$ cat config.mk
export PLATFORM = sky130hd
export DESIGN_NAME = control_pipeline_flat
export DESIGN_NICKNAME = d
export VERILOG_FILES = /design/src/rtl/control_pipeline_if.sv /design/src/rtl/control_pipeline.sv /design/src/flat_wrapper.sv
export SDC_FILE = /design/constraint.sdc
export NUM_CORES = 1
export LEC_CHECK = 0
export CORE_UTILIZATION = 31
export CTS_CLUSTER_SIZE = 14
export DETAILED_ROUTE_END_ITERATION = 7
export HOLD_SLACK_MARGIN = 0.05
export PLACE_DENSITY = 0.79
export SLEW_MARGIN = 10
export SYNTH_ARGS = -nofsm -noshare
export SYNTH_HDL_FRONTEND = slang
export SYNTH_SLANG_ARGS = --single-unit
$ cat constraint.sdc
create_clock -name clk -period 1.21 [get_ports clk]
set_clock_uncertainty 0.15 [all_clocks]
set_input_delay 0.363 -clock clk [delete_from_list [all_inputs] [get_ports clk]]
set_output_delay 0.363 -clock clk [all_outputs]
set_load 0.01 [all_outputs]
$ cat src/rtl/control_pipeline_if.sv
// rtl/control_pipeline_if.sv - control word bundle between decoder, hazard unit, datapath and control_pipeline
interface control_pipeline_if #(
  parameter int CNT_W = 32
);
  logic             InstrValidD;
  logic             RegWriteD;
  logic [1:0]       ResultSrcD;
  logic             MemWriteD;
  logic             JumpD;
  logic             BranchD;
  logic [1:0]       ALUSrcD;
  logic [2:0]       ALUControlD;
  logic             FlushE;
  logic             ZeroE;
  logic [1:0]       ALUSrcE;
  logic [2:0]       ALUControlE;
  logic             PCSrcE;
  logic             RegWriteM;
  logic             MemWriteM;
  logic [1:0]       ResultSrcM;
  logic             RegWriteW;
  logic [1:0]       ResultSrcW;
  logic [CNT_W-1:0] RetireCnt;
  logic [CNT_W-1:0] FlushCnt;

  modport master (
    output InstrValidD, RegWriteD, ResultSrcD, MemWriteD, JumpD, BranchD,
           ALUSrcD, ALUControlD, FlushE, ZeroE,
    input  ALUSrcE, ALUControlE, PCSrcE, RegWriteM, MemWriteM, ResultSrcM,
           RegWriteW, ResultSrcW, RetireCnt, FlushCnt
  );

  modport slave (
    input  InstrValidD, RegWriteD, ResultSrcD, MemWriteD, JumpD, BranchD,
           ALUSrcD, ALUControlD, FlushE, ZeroE,
    output ALUSrcE, ALUControlE, PCSrcE, RegWriteM, MemWriteM, ResultSrcM,
           RegWriteW, ResultSrcW, RetireCnt, FlushCnt
  );
endinterface

$ cat src/rtl/control_pipeline.sv
// rtl/control_pipeline.sv - ID/EX, EX/MEM, MEM/WB control-word registers and Execute PC select
// Optional retire/flush event counters are built when CTRL_PIPE_PERF_EN is defined.
module control_pipeline #(
  parameter int CNT_W = 32
) (
  input  logic           clk,
  input  logic           rst,
  control_pipeline_if.slave bus
);

  logic       valid_e_q, valid_e_d;
  logic       reg_write_e_q, reg_write_e_d;
  logic [1:0] result_src_e_q, result_src_e_d;
  logic       mem_write_e_q, mem_write_e_d;
  logic       jump_e_q, jump_e_d;
  logic       branch_e_q, branch_e_d;
  logic [1:0] alu_src_e_q, alu_src_e_d;
  logic [2:0] alu_control_e_q, alu_control_e_d;

  logic       valid_m_q;
  logic       reg_write_m_q;
  logic [1:0] result_src_m_q;
  logic       mem_write_m_q;

  logic       valid_w_q;
  logic       reg_write_w_q;
  logic [1:0] result_src_w_q;

  // A flush overrides everything; a non-instruction keeps its mux selects but loses all side effects.
  always_comb begin
    valid_e_d       = 1'b0;
    reg_write_e_d   = 1'b0;
    result_src_e_d  = 2'b00;
    mem_write_e_d   = 1'b0;
    jump_e_d        = 1'b0;
    branch_e_d      = 1'b0;
    alu_src_e_d     = 2'b00;
    alu_control_e_d = 3'b000;
    if (!bus.FlushE) begin
      valid_e_d       = bus.InstrValidD;
      reg_write_e_d   = bus.RegWriteD & bus.InstrValidD;
      result_src_e_d  = bus.ResultSrcD;
      mem_write_e_d   = bus.MemWriteD & bus.InstrValidD;
      jump_e_d        = bus.JumpD & bus.InstrValidD;
      branch_e_d      = bus.BranchD & bus.InstrValidD;
      alu_src_e_d     = bus.ALUSrcD;
      alu_control_e_d = bus.ALUControlD;
    end
  end

  always_ff @(posedge clk or negedge rst) begin
    if (!rst) begin
      valid_e_q       <= 1'b0;
      reg_write_e_q   <= 1'b0;
      result_src_e_q  <= 2'b00;
      mem_write_e_q   <= 1'b0;
      jump_e_q        <= 1'b0;
      branch_e_q      <= 1'b0;
      alu_src_e_q     <= 2'b00;
      alu_control_e_q <= 3'b000;
      valid_m_q       <= 1'b0;
      reg_write_m_q   <= 1'b0;
      result_src_m_q  <= 2'b00;
      mem_write_m_q   <= 1'b0;
      valid_w_q       <= 1'b0;
      reg_write_w_q   <= 1'b0;
      result_src_w_q  <= 2'b00;
    end else begin
      valid_e_q       <= valid_e_d;
      reg_write_e_q   <= reg_write_e_d;
      result_src_e_q  <= result_src_e_d;
      mem_write_e_q   <= mem_write_e_d;
      jump_e_q        <= jump_e_d;
      branch_e_q      <= branch_e_d;
      alu_src_e_q     <= alu_src_e_d;
      alu_control_e_q <= alu_control_e_d;
      valid_m_q       <= valid_e_q;
      reg_write_m_q   <= reg_write_e_q;
      result_src_m_q  <= result_src_e_q;
      mem_write_m_q   <= mem_write_e_q;
      valid_w_q       <= valid_m_q;
      reg_write_w_q   <= reg_write_m_q;
      result_src_w_q  <= result_src_m_q;
    end
  end

  assign bus.ALUSrcE     = alu_src_e_q;
  assign bus.ALUControlE = alu_control_e_q;
  assign bus.PCSrcE      = valid_e_q & ((branch_e_q & bus.ZeroE) | jump_e_q);
  assign bus.RegWriteM   = reg_write_m_q;
  assign bus.MemWriteM   = mem_write_m_q;
  assign bus.ResultSrcM  = result_src_m_q;
  assign bus.RegWriteW   = reg_write_w_q;
  assign bus.ResultSrcW  = result_src_w_q;

`ifdef CTRL_PIPE_PERF_EN
  logic [CNT_W-1:0] retire_cnt_q, retire_cnt_d;
  logic [CNT_W-1:0] flush_cnt_q, flush_cnt_d;

  // Both counters wrap naturally at 2^CNT_W.
  always_comb begin
    retire_cnt_d = retire_cnt_q;
    flush_cnt_d  = flush_cnt_q;
    if (valid_w_q) begin
      retire_cnt_d = retire_cnt_q + {{(CNT_W-1){1'b0}}, 1'b1};
    end
    if (bus.FlushE && bus.InstrValidD) begin
      flush_cnt_d = flush_cnt_q + {{(CNT_W-1){1'b0}}, 1'b1};
    end
  end

  always_ff @(posedge clk or negedge rst) begin
    if (!rst) begin
      retire_cnt_q <= {CNT_W{1'b0}};
      flush_cnt_q  <= {CNT_W{1'b0}};
    end else begin
      retire_cnt_q <= retire_cnt_d;
      flush_cnt_q  <= flush_cnt_d;
    end
  end

  assign bus.RetireCnt = retire_cnt_q;
  assign bus.FlushCnt  = flush_cnt_q;
`else
  assign bus.RetireCnt = {CNT_W{1'b0}};
  assign bus.FlushCnt  = {CNT_W{1'b0}};
`endif

endmodule

$ cat src/flat_wrapper.sv
// flat-port wrapper written by rule: the top's interface ports become plain ports
module control_pipeline_flat 
#(
  parameter int CNT_W = 32
)
  (clk, rst, bus_InstrValidD, bus_RegWriteD, bus_ResultSrcD, bus_MemWriteD, bus_JumpD, bus_BranchD, bus_ALUSrcD, bus_ALUControlD, bus_FlushE, bus_ZeroE, bus_ALUSrcE, bus_ALUControlE, bus_PCSrcE, bus_RegWriteM, bus_MemWriteM, bus_ResultSrcM, bus_RegWriteW, bus_ResultSrcW, bus_RetireCnt, bus_FlushCnt);
  control_pipeline_if #(.CNT_W(CNT_W)) bus_i ();
  input  logic clk;
  input  logic rst;
  input wire logic [$bits(bus_i.InstrValidD)-1:0] bus_InstrValidD;
  input wire logic [$bits(bus_i.RegWriteD)-1:0] bus_RegWriteD;
  input wire logic [$bits(bus_i.ResultSrcD)-1:0] bus_ResultSrcD;
  input wire logic [$bits(bus_i.MemWriteD)-1:0] bus_MemWriteD;
  input wire logic [$bits(bus_i.JumpD)-1:0] bus_JumpD;
  input wire logic [$bits(bus_i.BranchD)-1:0] bus_BranchD;
  input wire logic [$bits(bus_i.ALUSrcD)-1:0] bus_ALUSrcD;
  input wire logic [$bits(bus_i.ALUControlD)-1:0] bus_ALUControlD;
  input wire logic [$bits(bus_i.FlushE)-1:0] bus_FlushE;
  input wire logic [$bits(bus_i.ZeroE)-1:0] bus_ZeroE;
  output wire logic [$bits(bus_i.ALUSrcE)-1:0] bus_ALUSrcE;
  output wire logic [$bits(bus_i.ALUControlE)-1:0] bus_ALUControlE;
  output wire logic [$bits(bus_i.PCSrcE)-1:0] bus_PCSrcE;
  output wire logic [$bits(bus_i.RegWriteM)-1:0] bus_RegWriteM;
  output wire logic [$bits(bus_i.MemWriteM)-1:0] bus_MemWriteM;
  output wire logic [$bits(bus_i.ResultSrcM)-1:0] bus_ResultSrcM;
  output wire logic [$bits(bus_i.RegWriteW)-1:0] bus_RegWriteW;
  output wire logic [$bits(bus_i.ResultSrcW)-1:0] bus_ResultSrcW;
  output wire logic [$bits(bus_i.RetireCnt)-1:0] bus_RetireCnt;
  output wire logic [$bits(bus_i.FlushCnt)-1:0] bus_FlushCnt;
  assign bus_i.InstrValidD = bus_InstrValidD;
  assign bus_i.RegWriteD = bus_RegWriteD;
  assign bus_i.ResultSrcD = bus_ResultSrcD;
  assign bus_i.MemWriteD = bus_MemWriteD;
  assign bus_i.JumpD = bus_JumpD;
  assign bus_i.BranchD = bus_BranchD;
  assign bus_i.ALUSrcD = bus_ALUSrcD;
  assign bus_i.ALUControlD = bus_ALUControlD;
  assign bus_i.FlushE = bus_FlushE;
  assign bus_i.ZeroE = bus_ZeroE;
  assign bus_ALUSrcE = bus_i.ALUSrcE;
  assign bus_ALUControlE = bus_i.ALUControlE;
  assign bus_PCSrcE = bus_i.PCSrcE;
  assign bus_RegWriteM = bus_i.RegWriteM;
  assign bus_MemWriteM = bus_i.MemWriteM;
  assign bus_ResultSrcM = bus_i.ResultSrcM;
  assign bus_RegWriteW = bus_i.RegWriteW;
  assign bus_ResultSrcW = bus_i.ResultSrcW;
  assign bus_RetireCnt = bus_i.RetireCnt;
  assign bus_FlushCnt = bus_i.FlushCnt;
  control_pipeline #(.CNT_W(CNT_W)) u_core (.clk(clk), .rst(rst), .bus(bus_i));
endmodule
==> impl_metrics.ini <==
[finish]
nets = 147
final_common_cell = conb_1
areaGrowthSynthToFinish_pct = 9.27
diodes = 0
num-fill-cells = 349
stdcell_area_sq_um = 1160
final_cell_mix = 64 x conb_1, 19 x dfrtp_1, 13 x clkdlybuf4s50_1
drive_gt1_share_pct = 19.2
fin_util_pct = 36.9

[pwr]
p_total_mw = 1.19
power.density_nw_per_um2 = 1020
power.leakage_nw = 0.670
ir_worst_vdd_uv = 523

[sta]
clock.fmax_mhz = 678
report.final.slew_viol_count = 0
min_period_ps = 1480
rsz0062_at_grt = yes
setup_ws_ps = -266
hold_viol_final = 0
period_share_pct = 122
setup_violations = 13

[routing]
drt-total-wl_mm = 1.28
drtIter0Drc = 2
vias_per_cell = 2.86
via_count = 498
ant_nets = 0
post_drt_wl_per_cell_um = 7.33
dr.pass1.iters = 2
drc = 0

[synth]
synth-seq-area-share_pct = 44.6
synth_compound_area_share_pct = 0.469
yosys.area_share.simple_pct = 9.51
synth_area_per_cell_sq_um = 10.9
synth_seq_cells = 19
syn-cell-area_sq_um = 1070
synth_xor_area_share_pct = 0
synth_fa_ha_area_share_pct = 0
synth_cell_types = 8
synth_top_family_by_area = buffers and inverters
synthCells = 98
ys_warn_count = 0
synthMuxAreaShare_pct = 0

[placed_design]
place_hpwl_mm = 1.11
port_buffers = 28
place_congestion = 0.582
dpl_worst_slack_ps = -811
place_area_sq_um = 1180

[critical_path]
cp.arrival_ps = 960
critPathRequiredTime_ps = 700
endpoint_kind = primary output
path_class = reg -> out
critPathMaxFanout = 1
startpoint_type = flop

[global_route]
grt_use_total_pct = 7.45
use_met2_pct = 12.2
grt_pass1_vias = 392
grt_util_met3_pct = 1.49
top_usage_layer = met2
globalRoute.totalOverflow = 0
antenna_found_initial = 0
met1_usage_pct = 8.06
grt_pass1_wl_mm = 1.85
grt_start_max_net_pins = 20

[floorplan]
die_w_um = 60.6
fp.dieH_um = 60.6
pin_count = 93
initial_core_util_pct = 33.8
die-area_sq_um = 3680
core_sq_um = 3150
rows = 20

[clocking]
max-clock-path-buffers = 2
cts_max_level = 1
post_cts_buffers = 0
clkLatencyLatePin_ps = 280
root_buffer = clkbuf_4
tritoncts = built
cts_buffers = 3
clock-sinks = 19
cts.clk_slew.worst_paths_ps = 100

[run_status]
failed_checks = setup timing
status = finished, violations left

[min_path]
hp-class = reg -> reg

[flow_run]
max_cap_violations = 0
-- kinds of logic (layout without fill, tap and decap cells) --
logic type      after synthesis  after routing
other cells                   1             64
compound gates                1              1
buf+inv                      64             33
flops                        19             19
simple gates                 13             13
-- state kept, by name (all words and copies together), names as in the netlist, 2 cells and up --
register                cells
u_core.bus.ALUControlE      3
u_core.bus.ALUSrcE          2
u_core.bus.ResultSrcM       2
u_core.bus.ResultSrcW       2
u_core.result_src_e_q       2
-- layout make-up --
type / instances / area (sq um) / share of cell area, %
sequential: 19 / 475 / 40.8
multi-input combinational: 78 / 347 / 29.8
timing repair buffer: 29 / 262 / 22.4
tap: 44 / 55.1 / 4.73
clock buffer: 4 / 26.3 / 2.26
-- layer usage --
layer / part of all wire (%) / vias to the layer above / wire (um)
met2: 56 / 43 / 720
met4: 1.2 / 0 / 15
met1: 34 / 223 / 432
li1: - / 230 / -
met5: 0 / - / 0
met3: 8.3 / 2 / 106
-- report_power, final --
part	internal (mW)	total (mW)	switching [mW]
logic	0.0818	0.216	0.134
clock network	0.128	0.298	0.170
registers	0.663	0.673	0.00971
total	0.873	1.19	0.313
-- cells in the mapped netlist --
library cell,instances,area (sq um)
nor2b_1,1,6.26
dfrtp_1,19,475
nor2b_2,1,8.76
buf_4,64,480
and2b_2,7,61.3
and2_1,4,25.0
conb_1,1,3.75
a21oi_1,1,5.00
-- final timing paths --
kind,from,end,slack (ps),depth (start not counted)
worst max-delay path,u_core.branch_e_q,bus_PCSrcE,-270,3
worst min register to register,u_core.result_src_e_q[1],u_core.bus.ResultSrcM[1],210,0
min in group asynchronous,rst,u_core.bus.ALUControlE[0],250,2
worst min-delay path,u_core.result_src_e_q[1],u_core.bus.ResultSrcM[1],210,0
worst max register to register,u_core.bus.RegWriteM,u_core.bus.RegWriteW,550,0
max in group asynchronous,rst,u_core.result_src_e_q[0],530,2
-- stage by stage --
step	std cells	setup TNS [ps]	hold slack, ps
floorplan	161	0	-82.6
global placement	170	-5470	184
detailed placement	170	-5760	198
CTS	174	-1660	221
global route	174	-2030	230
finish	174	-1410	215
-- critical path, stage by stage, from the launching register on --
cell	delay, ps
dfrtp_1	380
a21oi_1	120
nor2b_1	50
buf_2	130
-- repair_timing --
item,in CTS,in global routing
hold buffers,0,0
resized for setup,54,4
pin swaps,1,0
setup endpoints to repair,13,17
Power figures use the tool's default switching activity.
